**config.mk**
```make
export PLATFORM = sky130hd
export DESIGN_NAME = pending_encoder
export DESIGN_NICKNAME = d
export VERILOG_FILES = /design/src/rtl/pending_encoder.sv
export SDC_FILE = /design/constraint.sdc
export NUM_CORES = 1
export LEC_CHECK = 0
export CORE_MARGIN = 8
export CORE_UTILIZATION = 44
export DETAILED_ROUTE_END_ITERATION = 10
export PLACE_DENSITY = 0.8
export SYNTH_ARGS = -nofsm -noshare
export SYNTH_HDL_FRONTEND = slang
export SYNTH_SLANG_ARGS = --single-unit
```
**constraint.sdc**
```tcl
create_clock -name clk -period 4.19 [get_ports clk]
set_input_delay 0.838 -clock clk [delete_from_list [all_inputs] [get_ports clk]]
set_output_delay 0.838 -clock clk [all_outputs]
set_load 0.01 [all_outputs]
```
**src/rtl/pending_encoder.sv**
```systemverilog
// pending_encoder
// Sticky request capture in front of an 8-to-3 priority encoder with a
// valid/ready output. Request pulses on data_in are OR-ed into a pending
// register. The lowest-indexed pending line is presented as a binary code,
// and that line is cleared when the consumer accepts the code.
//
// Ports
//   clk      rising-edge clock
//   rst      synchronous active-high reset
//   data_in  [N-1:0]     request pulses, bit k raises request k
//   data_out [OUT_W-1:0] index of the request being presented
//   valid    data_out holds a pending request
//   ready    consumer accepts data_out when valid && ready
//   pending  [N-1:0]     sticky pending register
//   overflow one-cycle pulse: a request hit an already-pending bit
module pending_encoder #(
  parameter int unsigned N     = 8,
  parameter int unsigned OUT_W = 3
) (
  input  logic             clk,
  input  logic             rst,
  input  logic [N-1:0]     data_in,
  output logic [OUT_W-1:0] data_out,
  output logic             valid,
  input  logic             ready,
  output logic [N-1:0]     pending,
  output logic             overflow
);

  typedef enum logic {
    IDLE    = 1'b0,
    PRESENT = 1'b1
  } state_t;

  state_t           state_q, state_d;
  logic [N-1:0]     pend_q, pend_d;
  logic [OUT_W-1:0] dout_q, dout_d;
  logic             ovf_q, ovf_d;

  logic [N-1:0]     clr;
  logic [N-1:0]     remain;
  logic [OUT_W-1:0] sel;
  logic             sel_found;
  logic             accept;

  assign accept = (state_q == PRESENT) && ready;

  // The accepted line is dropped before selection so the next code can be
  // presented on the very next cycle without a bubble.
  always_comb begin
    clr = '0;
    if (accept) begin
      clr[dout_q] = 1'b1;
    end
  end

  assign remain = pend_q & ~clr;

  // Lowest set bit wins; selection never looks at data_in directly.
  always_comb begin
    sel       = '0;
    sel_found = 1'b0;
    for (int unsigned i = 0; i < N; i++) begin
      if (remain[i] && !sel_found) begin
        sel       = OUT_W'(i);
        sel_found = 1'b1;
      end
    end
  end

  // A set on the same cycle as the clear re-arms the line (set wins).
  assign pend_d = remain | data_in;
  assign ovf_d  = |(data_in & remain);

  always_comb begin
    state_d = state_q;
    dout_d  = dout_q;
    unique case (state_q)
      IDLE: begin
        if (sel_found) begin
          dout_d  = sel;
          state_d = PRESENT;
        end
      end
      PRESENT: begin
        if (ready) begin
          if (sel_found) begin
            dout_d = sel;
          end else begin
            state_d = IDLE;
          end
        end
      end
      default: state_d = IDLE;
    endcase
  end

  always_ff @(posedge clk) begin
    if (rst) begin
      state_q <= IDLE;
      pend_q  <= '0;
      dout_q  <= '0;
      ovf_q   <= 1'b0;
    end else begin
      state_q <= state_d;
      pend_q  <= pend_d;
      dout_q  <= dout_d;
      ovf_q   <= ovf_d;
    end
  end

  assign data_out = dout_q;
  assign valid    = (state_q == PRESENT);
  assign pending  = pend_q;
  assign overflow = ovf_q;

endmodule

```
==> results of run 1 <==
[area by class of cell]
type	instances	area (µm²)
repair buffers	23	230
flip-flops and latches	13	260
clock buffers	4	26.3
multi-input cells	53	350
inverters	3	11.3
fillers	106	420
well taps	15	18.8
[path summary, 6_finish.rpt]
path	startpoint	end	slack, ns	cells past startpoint
min	data_out[2]	data_out[2]	0.57	2
min reg2reg	data_out[2]	data_out[2]	0.57	2
max	ready	data_out[0]	1.59	6
max reg2reg	valid	data_out[0]	2.28	5
[cells in the mapped netlist, types with 2 or more instances]
master    count  share of area
a21oi_1       4          0.032
o31a_1        2          0.028
o21a_2        3          0.042
a221oi_1      2          0.028
nor2_1       17           0.10
dfxtp_1      13           0.42
o21a_1        2          0.024
a22oi_1       2          0.024
inv_1         3          0.018
a211oi_1      2          0.024
nand2b_1      3          0.030
o31ai_1       2          0.024
o21ai_0       4          0.032
[where the power goes]
group          leakage [µW]  switching [µW]  internal [µW]
Combinational      0.000215            36.3           45.1
Sequential         0.000109            10.2            134
Clock             0.0000150            40.4           36.9
Total              0.000338            86.9            216
[flip-flops by register name (all words and copies together) (netlist names)]
register and flops:
data_out 3, valid 1, overflow 1, pending 8
[metrics by stage]
stage | utilization | total power, µW | hold WS [ns] | setup WS, ns | cells
finish | 0.681 | 303 | 0.565 | 1.59 | 111
global placement | 0.661 | 226 | 0.540 | 1.36 | 107
detailed placement | 0.661 | 228 | 0.550 | 1.32 | 107
CTS | 0.681 | 305 | 0.566 | 1.60 | 111
global route | 0.681 | 320 | 0.626 | 1.55 | 111
floorplan | - | 187 | 0.536 | 2.02 | 70
[logic make-up (layout without fill, tap and decap cells)]
family	count (synthesis)	after routing	synth area share
AO/OA/AOI/OAI	26	26	0.292
AND/OR/NAND/NOR	26	26	0.252
flip-flops	13	13	0.416
buffers and inverters	4	30	0.0240
multiplexers	1	1	0.0160
[metal layers]
metal	vias up	share of wire	routed length, µm
met2	34	0.47	800
met3	4	0.089	150
met5	-	0	0
met1	299	0.42	716
li1	313	-	-
met4	0	0.015	25
[worst max-delay path, stage by stage]
cell and delay (ns):
clkdlybuf4s50_1 0.55, nand3b_4 0.12, o31a_1 0.32, or4_4 0.57, o21ai_2 0.20, mux2i_1 0.20
==> flow_metrics.tcl, run 1 <==
set metrics [dict create \
    p_leak_uw 0.000338 \
    grt_pass1_wl_um 2770 \
    antenna_found_initial 0 \
    setup_tns_ns 0 \
    clk_path_buf_depth 2 \
    num_rows 13 \
    final_common_cell "clkdlybuf4s50_1" \
    grt-busiest-layer "met2" \
    ys_types 24 \
    setup_viol 0 \
    io_buffer_count 23 \
    status "complete, no violations" \
    synth_flop_cell "dfxtp_1" \
    synth-edff-count 0 \
    fin_skew_ns 0.00210 \
    fp.dieH_um 53.7 \
    netlist_instances 70 \
    maxCapViolations 0 \
    vias 650 \
    ys_ff_latch 13 \
    coreArea_um2 1320 \
    layout-drive-gt1-share 0.104 \
    synth.net_count 81 \
    syn_avg_cell_area_um2 8.94 \
    ctsHoldBuffers 0 \
    cts.sinks 13 \
    ys_seq_area_frac 0.416 \
    period_share 0.620 \
    p_per_area_nw_per_um2 338 \
    drc_errors 0 \
    overflow 0 \
    crit_type "primary input to register" \
    io_pins 24 \
    fin_crit_ns 2.60 \
    grt_util_all_layers 0.127 \
    met2_usage 0.207 \
    cts_tree "done" \
    hold_violations 0 \
    syn_area_um2 626 \
    yosys_warnings 0 \
    crit_path_max_fanout 5 \
    ir_drop_mv 0.208 \
    nNetsFinal 108 \
    max_freq_ghz 0.385 \
    layout_common_cells "23 x clkdlybuf4s50_1, 17 x nor2_1, 13 x dfxtp_1, 4 x o21ai_0, 4 x a21oi_1" \
    vias_per_cell 5.86 \
    area_growth_pct 43.4 \
    fin_area_um2 897 \
    tightest_slew_ns 0.574 \
    path_clk_slew_ns 0.08 \
    place_hpwl_um 1330 \
    place.gp.congestion 0.824 \
    numCtsBuffers 3 \
    cts_resized 0 \
    grt_max_degree 15 \
    endpoint_kind "register" \
    dieArea_um2 2880 \
    first_global_vias 595 \
    clock_latency_ns 0.27 \
    wl_um 1690 \
    drv_slew 0 \
    n_antenna_cell 0 \
    critPathLaunchType "primary input" \
    ant_nets 0 \
    rsz0062_at_grt "no" \
    die_w_um 53.7 \
    drtIter0Drc 18 \
    placed_cell_area_um2 871 \
    start_util 0.475 \
    use_met1 0.145 \
    post_cts_buffers 0 \
    hp-class "register to register" \
    async_reset_ff_frac 0 \
    wl_per_cell_um 15.3 \
    met3_usage 0.0441 \
    crit_arrival_ns 2.80 \
    cts-root-buf "clkbuf_4" \
    slew_headroom 0.614 \
    critPathRequiredTime_ns 4.40 \
    htreeDepth 1 \
    drt_first_pass_iters 4 \
]
(Power assumes the default switching activity.)
==> run 2, diff against run 1 <==
CORE_UTILIZATION = 41   (was 44)
PLACE_DENSITY = 0.76   (was 0.8)
clock period = 2.66 ns   (was 4.19 ns; I/O delays follow)
==> flow_metrics.tcl, run 2 (synthesized netlist as in run 1, its figures left out) <==
set metrics [dict create \
    holdWs_ns 0.561 \
    setup_tns_ns 0 \
    layout-drive-gt1-share 0.113 \
    place_hpwl_um 1310 \
    crit_path_max_fanout 5 \
    overflow 0 \
    p_int_uw 342 \
    nNetsFinal 109 \
    rsz0062_at_grt "no" \
    dieArea_um2 3030 \
    crit_chain "clkdlybuf4s50_1 -> nand3b_4 -> o31a_1 -> or4_4 -> o21ai_2 -> mux2i_1" \
    dp.cells 109 \
    crit_type "primary input to register" \
    clock_latency_ns 0.28 \
    place.gp.congestion 0.910 \
    hp-class "register to register" \
    cts_resized 0 \
    multiInputGateArea_um2 350 \
    nFillCells 136 \
    numCtsBuffers 3 \
    tightest_slew_ns 0.493 \
    grt_max_degree 15 \
    ir_drop_mv 0.327 \
    io_buffer_count 23 \
    crit_arrival_ns 2.47 \
    reg2regPathDepth 5 \
    post_cts_buffers 0 \
    p_sw_uw 139 \
    cts_tree "done" \
    io_pins 24 \
    crit_slowest_cell "or4_4" \
    maxCapViolations 0 \
    critPathRequiredTime_ns 2.87 \
    fin_cells 113 \
    cts.sinks 13 \
    vias_per_cell 5.71 \
    path_clk_slew_ns 0.08 \
    rr_startpoint "valid" \
    start_util 0.425 \
    critPathLaunchType "primary input" \
    ctsHoldBuffers 0 \
    swShare 0.290 \
    coreArea_um2 1470 \
    num_rows 14 \
    clk_path_buf_depth 2 \
    reg2reg_slack_ns 0.79 \
    layout_common_cells "23 x clkdlybuf4s50_1, 17 x nor2_1, 13 x dfxtp_1, 4 x o21ai_0, 4 x a21oi_1" \
    antenna_found_initial 0 \
    endpoint_kind "register" \
    clkPwrFrac 0.257 \
    fin_skew_ns 0.000821 \
    cp_slowest_stage_delay_ns 0.58 \
    grt_pass1_wl_um 2750 \
    min_from "data_out[1]" \
    worstReg2RegEnd "data_out[0]" \
    regArea_um2 260 \
    combPwrFrac 0.274 \
    hold_violations 0 \
    drv_slew 0 \
    max_freq_ghz 0.443 \
    p_leak_uw 0.000343 \
    grt_util_all_layers 0.124 \
    largest_register_ffs 8 \
    p_seq_frac 0.469 \
    placed_cell_area_um2 880 \
    setup_viol 0 \
    slew_headroom 0.671 \
    status "complete, no violations" \
    area_growth_pct 44.8 \
    final_core_util 0.616 \
    drt_first_pass_iters 4 \
    first_global_vias 611 \
    htreeDepth 1 \
    cts-root-buf "clkbuf_4" \
    die_w_um 55.1 \
    fp.dieH_um 55.1 \
    period_share 0.848 \
    min_to "data_out[1]" \
    drtIter0Drc 31 \
    n_antenna_cell 0 \
    final_common_cell "clkdlybuf4s50_1" \
    fin_area_um2 906 \
    p_per_area_nw_per_um2 531 \
    wl_um 1750 \
    fin_crit_ns 2.26 \
    wl_per_cell_um 15.5 \
    vias 645 \
    ant_nets 0 \
    whs_path_depth 2 \
    drc_errors 0 \
]
-- run 2: cell types whose count changed in the layout (fill, tap and decap cells not counted), sizes merged --
cell / delta
buf: +1
-- run 2: stage by stage --
stage          total power (µW)  setup slack [ns]
6_report                    481             0.403
3_3_place_gp                358             0.195
3_5_place_dp                360             0.147
2_1_floorplan               295             0.800
4_1_cts                     486             0.426
5_1_grt                     507             0.327
-- run 2: cell type report --
| class | instances | area share |
|---|---|---|
| Multi-Input combinational cell | 53 | 0.387 |
| Sequential cell | 13 | 0.287 |
| Timing Repair Buffer | 24 | 0.262 |
| Clock buffer | 4 | 0.0290 |
| Tap cell | 16 | 0.0221 |
| Inverter | 3 | 0.0124 |
-- run 2: worst max-delay path: cells and delay by family --
family / cells / cell delay, ns
AO/OA/AOI/OAI: 2 / 0.49
buffers and inverters: 1 / 0.54
multiplexers: 1 / 0.20
AND/OR/NAND/NOR: 2 / 0.69
-- run 2: worst max-delay path by stage --
stage,startpoint,end,slack [ns],depth (start not counted)
CTS,ready,data_out[0],0.43,6
global placement,ready,data_out[0],0.19,6
floorplan,ready,data_out[0],0.80,5
global route,ready,data_out[0],0.33,6
finish,ready,data_out[0],0.40,6
detailed placement,ready,data_out[0],0.15,6
-- run 2: power groups by stage --
stage	Sequential (µW)	Combinational, µW	Clock (µW)
floorplan	235	59.9	0
global placement	230	129	0
detailed placement	230	130	0
CTS	226	132	128
global route	228	142	136
finish	226	132	123
-- run 2: metal layers --
layer | GRT usage | share of wire | up-vias
met1 | 0.137 | 0.41 | 308
met2 | 0.211 | 0.51 | 24
met3 | 0.0508 | 0.078 | 2
met5 | 0 | 0 | -
li1 | - | - | 311
met4 | 0.0440 | 0.0080 | 0
